$ cat src/rtl/serial_pkg.sv
// Shared types and constants for the single-wire serial link.
// Used by both the transmitter and the receiver side.
package serial_pkg;

    typedef enum logic [2:0] {
        S_IDLE,
        S_START,
        S_DATA,
        S_PARITY,
        S_STOP
    } serial_state_e;

    localparam int SERIAL_DATA_W_DEF     = 16;
    localparam int SERIAL_BIT_CYCLES_DEF = 220;

    localparam logic SERIAL_IDLE_LVL = 1'b1;

endpackage

$ cat src/rtl/serial_word_tx_bit_timer.sv
// Per-bit cycle counter for the serial transmitter.
// Pulses bit_end on the last cycle of every serial bit period.
module bit_timer
    import serial_pkg::*;
#(
    parameter int BIT_CYCLES = SERIAL_BIT_CYCLES_DEF
) (
    input  logic CLOCK_50,
    input  logic rst,
    input  logic clear,
    output logic bit_end
);

    localparam int CW = $clog2(BIT_CYCLES);

    logic [CW-1:0] cnt_q;
    logic [CW-1:0] cnt_d;

    assign bit_end = (cnt_q == CW'(BIT_CYCLES - 1));

    always_comb begin
        cnt_d = cnt_q + 1'b1;
        if (clear || bit_end) begin
            cnt_d = '0;
        end
    end

    always_ff @(posedge CLOCK_50 or negedge rst) begin
        if (!rst) begin
            cnt_q <= '0;
        end else begin
            cnt_q <= cnt_d;
        end
    end

endmodule

$ cat src/rtl/serial_word_tx.sv
// Framed serial word transmitter: start, data LSB first, stop.
// Define SERIAL_TX_PARITY_EN to insert an even-parity bit before stop.
module serial_word_tx
    import serial_pkg::*;
#(
    parameter int DATA_W     = SERIAL_DATA_W_DEF,
    parameter int BIT_CYCLES = SERIAL_BIT_CYCLES_DEF
) (
    input  logic              CLOCK_50,
    input  logic              rst,
    input  logic [DATA_W-1:0] data_in,
    input  logic              data_ready,
    output logic              busy,
    output logic              done,
    output logic              outp
);

    localparam int IW = $clog2(DATA_W + 1);

    serial_state_e state_q, state_d;

    logic [DATA_W-1:0] shift_q, shift_d;
    logic [IW-1:0]     idx_q, idx_d;
    logic              outp_q, outp_d;
    logic              busy_q, busy_d;
    logic              done_q, done_d;
`ifdef SERIAL_TX_PARITY_EN
    logic              par_q, par_d;
`endif

    logic bit_end;
    logic last_bit;

    assign last_bit = (idx_q == IW'(DATA_W - 1));

    bit_timer #(
        .BIT_CYCLES(BIT_CYCLES)
    ) u_timer (
        .CLOCK_50(CLOCK_50),
        .rst     (rst),
        .clear   (state_q == S_IDLE),
        .bit_end (bit_end)
    );

    always_ff @(posedge CLOCK_50 or negedge rst) begin
        if (!rst) begin
            state_q <= S_IDLE;
            shift_q <= '0;
            idx_q   <= '0;
            outp_q  <= SERIAL_IDLE_LVL;
            busy_q  <= 1'b0;
            done_q  <= 1'b0;
`ifdef SERIAL_TX_PARITY_EN
            par_q   <= 1'b0;
`endif
        end else begin
            state_q <= state_d;
            shift_q <= shift_d;
            idx_q   <= idx_d;
            outp_q  <= outp_d;
            busy_q  <= busy_d;
            done_q  <= done_d;
`ifdef SERIAL_TX_PARITY_EN
            par_q   <= par_d;
`endif
        end
    end

    always_comb begin
        state_d = state_q;
        unique case (state_q)
            S_IDLE: begin
                if (data_ready) state_d = S_START;
            end
            S_START: begin
                if (bit_end) state_d = S_DATA;
            end
            S_DATA: begin
                if (bit_end && last_bit) begin
`ifdef SERIAL_TX_PARITY_EN
                    state_d = S_PARITY;
`else
                    state_d = S_STOP;
`endif
                end
            end
`ifdef SERIAL_TX_PARITY_EN
            S_PARITY: begin
                if (bit_end) state_d = S_STOP;
            end
`endif
            S_STOP: begin
                if (bit_end) state_d = S_IDLE;
            end
            default: state_d = S_IDLE;
        endcase
    end

    // outp is registered, so each bit's level is set on the edge that enters it
    always_comb begin
        shift_d = shift_q;
        idx_d   = idx_q;
        outp_d  = outp_q;
        busy_d  = busy_q;
        done_d  = 1'b0;
`ifdef SERIAL_TX_PARITY_EN
        par_d   = par_q;
`endif
        unique case (state_q)
            S_IDLE: begin
                if (data_ready) begin
                    shift_d = data_in;
                    idx_d   = '0;
                    outp_d  = 1'b0;
                    busy_d  = 1'b1;
`ifdef SERIAL_TX_PARITY_EN
                    par_d   = ^data_in;
`endif
                end
            end
            S_START: begin
                if (bit_end) outp_d = shift_q[0];
            end
            S_DATA: begin
                if (bit_end) begin
                    shift_d = shift_q >> 1;
                    idx_d   = idx_q + 1'b1;
                    outp_d  = shift_d[0];
                    if (last_bit) begin
`ifdef SERIAL_TX_PARITY_EN
                        outp_d = par_q;
`else
                        outp_d = SERIAL_IDLE_LVL;
`endif
                    end
                end
            end
`ifdef SERIAL_TX_PARITY_EN
            S_PARITY: begin
                if (bit_end) outp_d = SERIAL_IDLE_LVL;
            end
`endif
            S_STOP: begin
                if (bit_end) begin
                    outp_d = SERIAL_IDLE_LVL;
                    busy_d = 1'b0;
                    done_d = 1'b1;
                end
            end
            default: begin
                outp_d = SERIAL_IDLE_LVL;
                busy_d = 1'b0;
            end
        endcase
    end

    assign outp = outp_q;
    assign busy = busy_q;
    assign done = done_q;

endmodule

$ cat config.mk
export PLATFORM = sky130hd
export DESIGN_NAME = serial_word_tx
export DESIGN_NICKNAME = d
export VERILOG_FILES = /design/src/rtl/serial_pkg.sv /design/src/rtl/serial_word_tx_bit_timer.sv /design/src/rtl/serial_word_tx.sv
export SDC_FILE = /design/constraint.sdc
export NUM_CORES = 1
export LEC_CHECK = 0
export ABC_AREA = 1
export BUFFER_PORTS_ARGS = -buffer_cell sky130_fd_sc_hd__clkbuf_2
export CAP_MARGIN = 20
export CORE_UTILIZATION = 35
export CTS_CLUSTER_DIAMETER = 100
export CTS_CLUSTER_SIZE = 25
export DETAILED_ROUTE_END_ITERATION = 8
export PLACE_DENSITY = 0.63
export REMOVE_ABC_BUFFERS = 1
export SKIP_CTS_REPAIR_TIMING = 1
export SYNTH_ARGS = -nofsm -noshare
export SYNTH_HDL_FRONTEND = slang
export SYNTH_SLANG_ARGS = --single-unit
$ cat constraint.sdc
create_clock -name CLOCK_50 -period 2 [get_ports CLOCK_50]
set_input_delay 0.4 -clock CLOCK_50 [delete_from_list [all_inputs] [get_ports CLOCK_50]]
set_output_delay 0.4 -clock CLOCK_50 [all_outputs]
set_load 0.01 [all_outputs]
Word level (Yosys, flattened, before mapping). Index checks and enable logic that the tools add are counted.

Bits in registers: 35. Latch bits: 0. Bits in writable memories: 0. ROM bits: 0. Input port bits: 19. Output and inout port bits: 3. Word-level logic and storage cells: 52. Memories: 0.

Add/sub/neg operators: 2. $mul: 0. Div/mod/pow operators: 0. $lt $le $gt $ge: 0. Equal/unequal tests: 10. Shift-type cells: 0. Multiplexer cells: 23. Bitwise logic cells: 1. Reductions and logical operators: 9.

Operator list (count): $mux W16 (2); $pmux W16 S2 (1); $mux W3 (4); $pmux W3 S4 (1); $mux W5 (2); $ne A2 B2 Y1 const B (5); $pmux W5 S2 (1); $mux W1 (9); $add A8 B1 Y8 const B (1); $eq A8 B8 Y1 const B (1); $mux W8 (1); $reduce_and A4 Y1 (2); $reduce_and A3 Y1 (2); $add A5 B1 Y5 const B (1); $eq A5 B4 Y1 const B (1); $pmux W1 S4 (1); $eq A3 B1 Y1 const B (1); $eq A3 B2 Y1 const B (1); $eq A3 B3 Y1 const B (1); $logic_not A3 Y1 (1); $pmux W1 S3 (1); $reduce_bool A2 Y1 (1); $reduce_or A2 Y1 (1); $logic_and A1 B1 Y1 (1); 2 further kinds (2).

Depth between registers and ports, before layout.
Word-level depth: 4. Gate-level depth with buffers: 10. Depth with buffers taken out: 10.

Modules after synthesis. From an unflattened synthesis, not the netlist that was laid out.

Cells, all modules: 248. Area total of the unflattened synthesis: 1958.1 um2.

Modules (own cells, without submodules): serial_word_tx (times used 1, cells each 190, area an instance 1506.4 um2, seq. area each 676.9 um2); bit_timer (times used 1, cells each 58, area an instance 451.7 um2, seq. area each 200.2 um2).

Least setup slack after synthesis. No wires, ideal clock.

Kind: register to register. Start: register u_timer.cnt_q[0]. End: register idx_q[0]. Setup time: 0.125 ns. Arrival time: 1.292 ns. Required time: 1.875 ns. Path slack: 0.583 ns. Cell stages (with the launch flop): 10. Buffers on the path: 1. Clock period less this slack: 1.417 ns. Cell sequence: dfrtp_1 > ha_1 > nand2_1 > nor2_4 > nand2_4 > nand2_8 > inv_4 > nor2_8 > buf_12 > mux2i_4.

Cells in the longest elaborated chain, start to end: 3.

Ends and longest elaborated chain: from (decl) (RTL line serial_word_tx_bit_timer.sv:16) `logic [CW-1:0] cnt_q;`; from (signal assigned) (RTL line serial_word_tx_bit_timer.sv:32) `cnt_q <= cnt_d;`; $eq A8 B8 Y1 (RTL line serial_word_tx_bit_timer.sv:19) `assign bit_end = (cnt_q == CW'(BIT_CYCLES - 1));`; $ne A2 B2 Y1 (no source line); $reduce_and A3 Y1 (no source line); to (signal assigned) (RTL line serial_word_tx.sv:59) `idx_q <= idx_d;`; to (decl) (RTL line serial_word_tx.sv:23) `logic [IW-1:0] idx_q, idx_d;`.

No other way between the ends. A chain may end at the register's enable or synchronous reset.

Worst setup path in the final report.
Start: register u_timer.cnt_q[0]. End: register shift_q[6].

Cells in the longest elaborated chain, start to end: 3.

Ends and longest elaborated chain: $eq A8 B8 Y1 (RTL line serial_word_tx_bit_timer.sv:19); $ne A2 B2 Y1 (no source line); $reduce_and A3 Y1 (no source line); to (signal assigned) (RTL line serial_word_tx.sv:58) `shift_q <= shift_d;`; to (decl) (RTL line serial_word_tx.sv:22) `logic [DATA_W-1:0] shift_q, shift_d;`.

No other way between the ends.

==> impl_metrics.ini <==
[layout]
multi_input_area_um2 = 876
fin_nets = 273
fill_cells = 544
drive_gt1_share_pct = 29.4
syn_to_final_growth_pct = 12.1
diodes = 0
finalNonFillerCells = 322
register_area_um2 = 877
layout_commonest_cell = nand2_1
final_cell_mix = 56 x nand2_1, 34 x dfrtp_1, 29 x inv_1

[setup_path]
cp.required_ns = 2.21
cp.arrival_ns = 1.87
path_class = reg -> reg
reg2reg_to = shift_q[6]
r2r.worst_path.cells = 10
ff2ff_setup_slack_ns = 0.34
r2r_start = u_timer.cnt_q[0]
end_kind = register
crit_fanout = 23
startpoint_type = register

[die]
die_w_um = 76.7
coreArea_mm2 = 0.00524
io_pins = 22
die-area_mm2 = 0.00588
num_rows = 26
die_h_um = 76.7
initial_core_util_pct = 37.2

[routing]
dr.max_layer_used = met4
routed_wl_mm = 3.29
drc = 0
wire_per_inst_um = 10.2
met2_length_mm = 1.44
drt-vias-per-instance = 4.55
drt_iter0_markers = 70
firstDrtPassIters = 4
vias = 1464
wl_met1_mm = 1.65
dr_wl_met3_um = 157
route.antenna.remaining_nets = 0

[timing]
hold_viol = 0
skew_ns = 0.00764
finalSetupTns_ns = 0
rsz0062_at_grt = no
report.final.slew_viol_count = 0
whs_ns = 0.150
min_period_ns = 1.66
finalSetupViolations = 0
fmax_ghz = 0.604
fin_crit_sh_pct = 82.8
slew_headroom_pct = 70.2
tightest_slew_ns = 0.448

[synthesis]
synth_cell_types = 28
yosysSeqAreaShare_pct = 45.0
syn_area_mm2 = 0.00195
syn_inst = 226
synth_warnings = 0
ys_seq_elements = 35
synth_area_per_cell_um2 = 8.63

[flow_run]
max-cap-violations = 0

[power_and_ir_drop]
powerDensity_mw_per_mm2 = 1290
p_leak_uw = 0.00110
irDropWorstVdd_uv = 755

[placed_design]
gp_congestion = 0.787
placed_cells_incl_taps = 314
dp_hpwl_mm = 2.42
io_buffers = 21

[grt]
grt_overflow_total = 0
grt_pass1_vias = 1420
grt_first_pass_wirelength_mm = 5.98
track_usage_pct = 12.9
grt_max_degree = 36
antenna_found_initial = 0

[clocking]
clk_pin_slew_ns = 0.07
cts_buffer_depth = 2
cts_sinks = 35
insertion_delay_ns = 0.29
ctsRootBufferMaster = clkbuf_8
cts_made_buffers = 5
cts_tree = done
cts_max_level = 2

[hold_path]
hp-class = in -> async

[outcome]
outcome = finished, final reports clean
synth_stat cells (all sizes together):
master | count | area share, %
xor2 | 1 | 0.45
ha | 3 | 1.9
nand3 | 8 | 2.1
buf | 4 | 3.3
nand4 | 2 | 0.64
a21oi | 3 | 0.77
nor3 | 3 | 0.77
nor4 | 1 | 0.32
nand3b | 1 | 0.39
inv | 32 | 6.4
dfrtp | 34 | 44
mux2i | 1 | 1.2
dfstp | 1 | 1.3
o21ai | 38 | 13
clkbuf | 2 | 0.39
nand2 | 74 | 18
nor2 | 18 | 5.6
through the flow:
step                utilization, %  total power, uW  cell area [um2]  setup slack, ns
global route                  41.8             3080             2190            0.193
finish                        41.8             2830             2190            0.345
CTS                           41.8             2870             2190            0.322
global placement              40.2             2340             2110            0.392
floorplan                        -             2060             1880            0.377
detailed placement            40.2             2360             2110            0.337
critical path, stage by stage (launching register included):
cell,delay (ns)
dfrtp_1,0.37
ha_1,0.20
nand2_1,0.09
nor2_4,0.10
nand2_4,0.10
nand2_8,0.10
inv_4,0.06
nor2_8,0.21
buf_12,0.23
nand2_2,0.06
o21ai_2,0.05
logic make-up (layout without fill, tap and decap cells):
family,Yosys count,count (layout),share of synthesized area [%]
compound gates,41,41,13.6
xor+xnor,1,1,0.449
fa+ha+maj,3,3,1.92
buf+inv,38,64,10.1
flops,35,35,45.0
mux,1,1,1.15
simple gates,107,107,27.8
area by class of cell:
cell class | count | share of cell area [%]
Multi-Input combinational cell | 153 | 40.0
Clock buffer | 7 | 3.49
Tap cell | 70 | 4.00
Timing Repair Buffer | 24 | 6.41
Sequential cell | 35 | 40.1
Clock inverter | 1 | 0.229
Inverter | 32 | 5.72
registers in the layout, summed over array words and instances (netlist names):
| signal | count |
|---|---|
| done | 1 |
| busy | 1 |
| idx_q | 5 |
| u_timer.cnt_q | 8 |
| shift_q | 16 |
| outp | 1 |
| state_q | 3 |
how the worst max path moves through the flow:
stage	from	endpoint	slack (ns)
2_1_floorplan	u_timer.cnt_q[0]	shift_q[1]	0.38
3_3_place_gp	u_timer.cnt_q[0]	shift_q[10]	0.39
3_5_place_dp	u_timer.cnt_q[0]	shift_q[12]	0.34
4_1_cts	u_timer.cnt_q[0]	shift_q[12]	0.32
5_1_grt	u_timer.cnt_q[0]	shift_q[11]	0.19
6_report	u_timer.cnt_q[0]	shift_q[6]	0.34
layer usage:
metal  vias up  track usage, %
met5         -               0
met4         0            4.04
met3         4            3.69
met2        36            21.1
met1       656            16.4
li1        768               -
power by group:
group / leakage [uW] / internal [uW] / switching [uW] / total (uW)
Combinational: 0.000607 / 470 / 798 / 1270
Clock: 0.0000422 / 244 / 246 / 490
Sequential: 0.000450 / 951 / 117 / 1070
Total: 0.00110 / 1660 / 1160 / 2830
(Power assumes the default switching activity.)
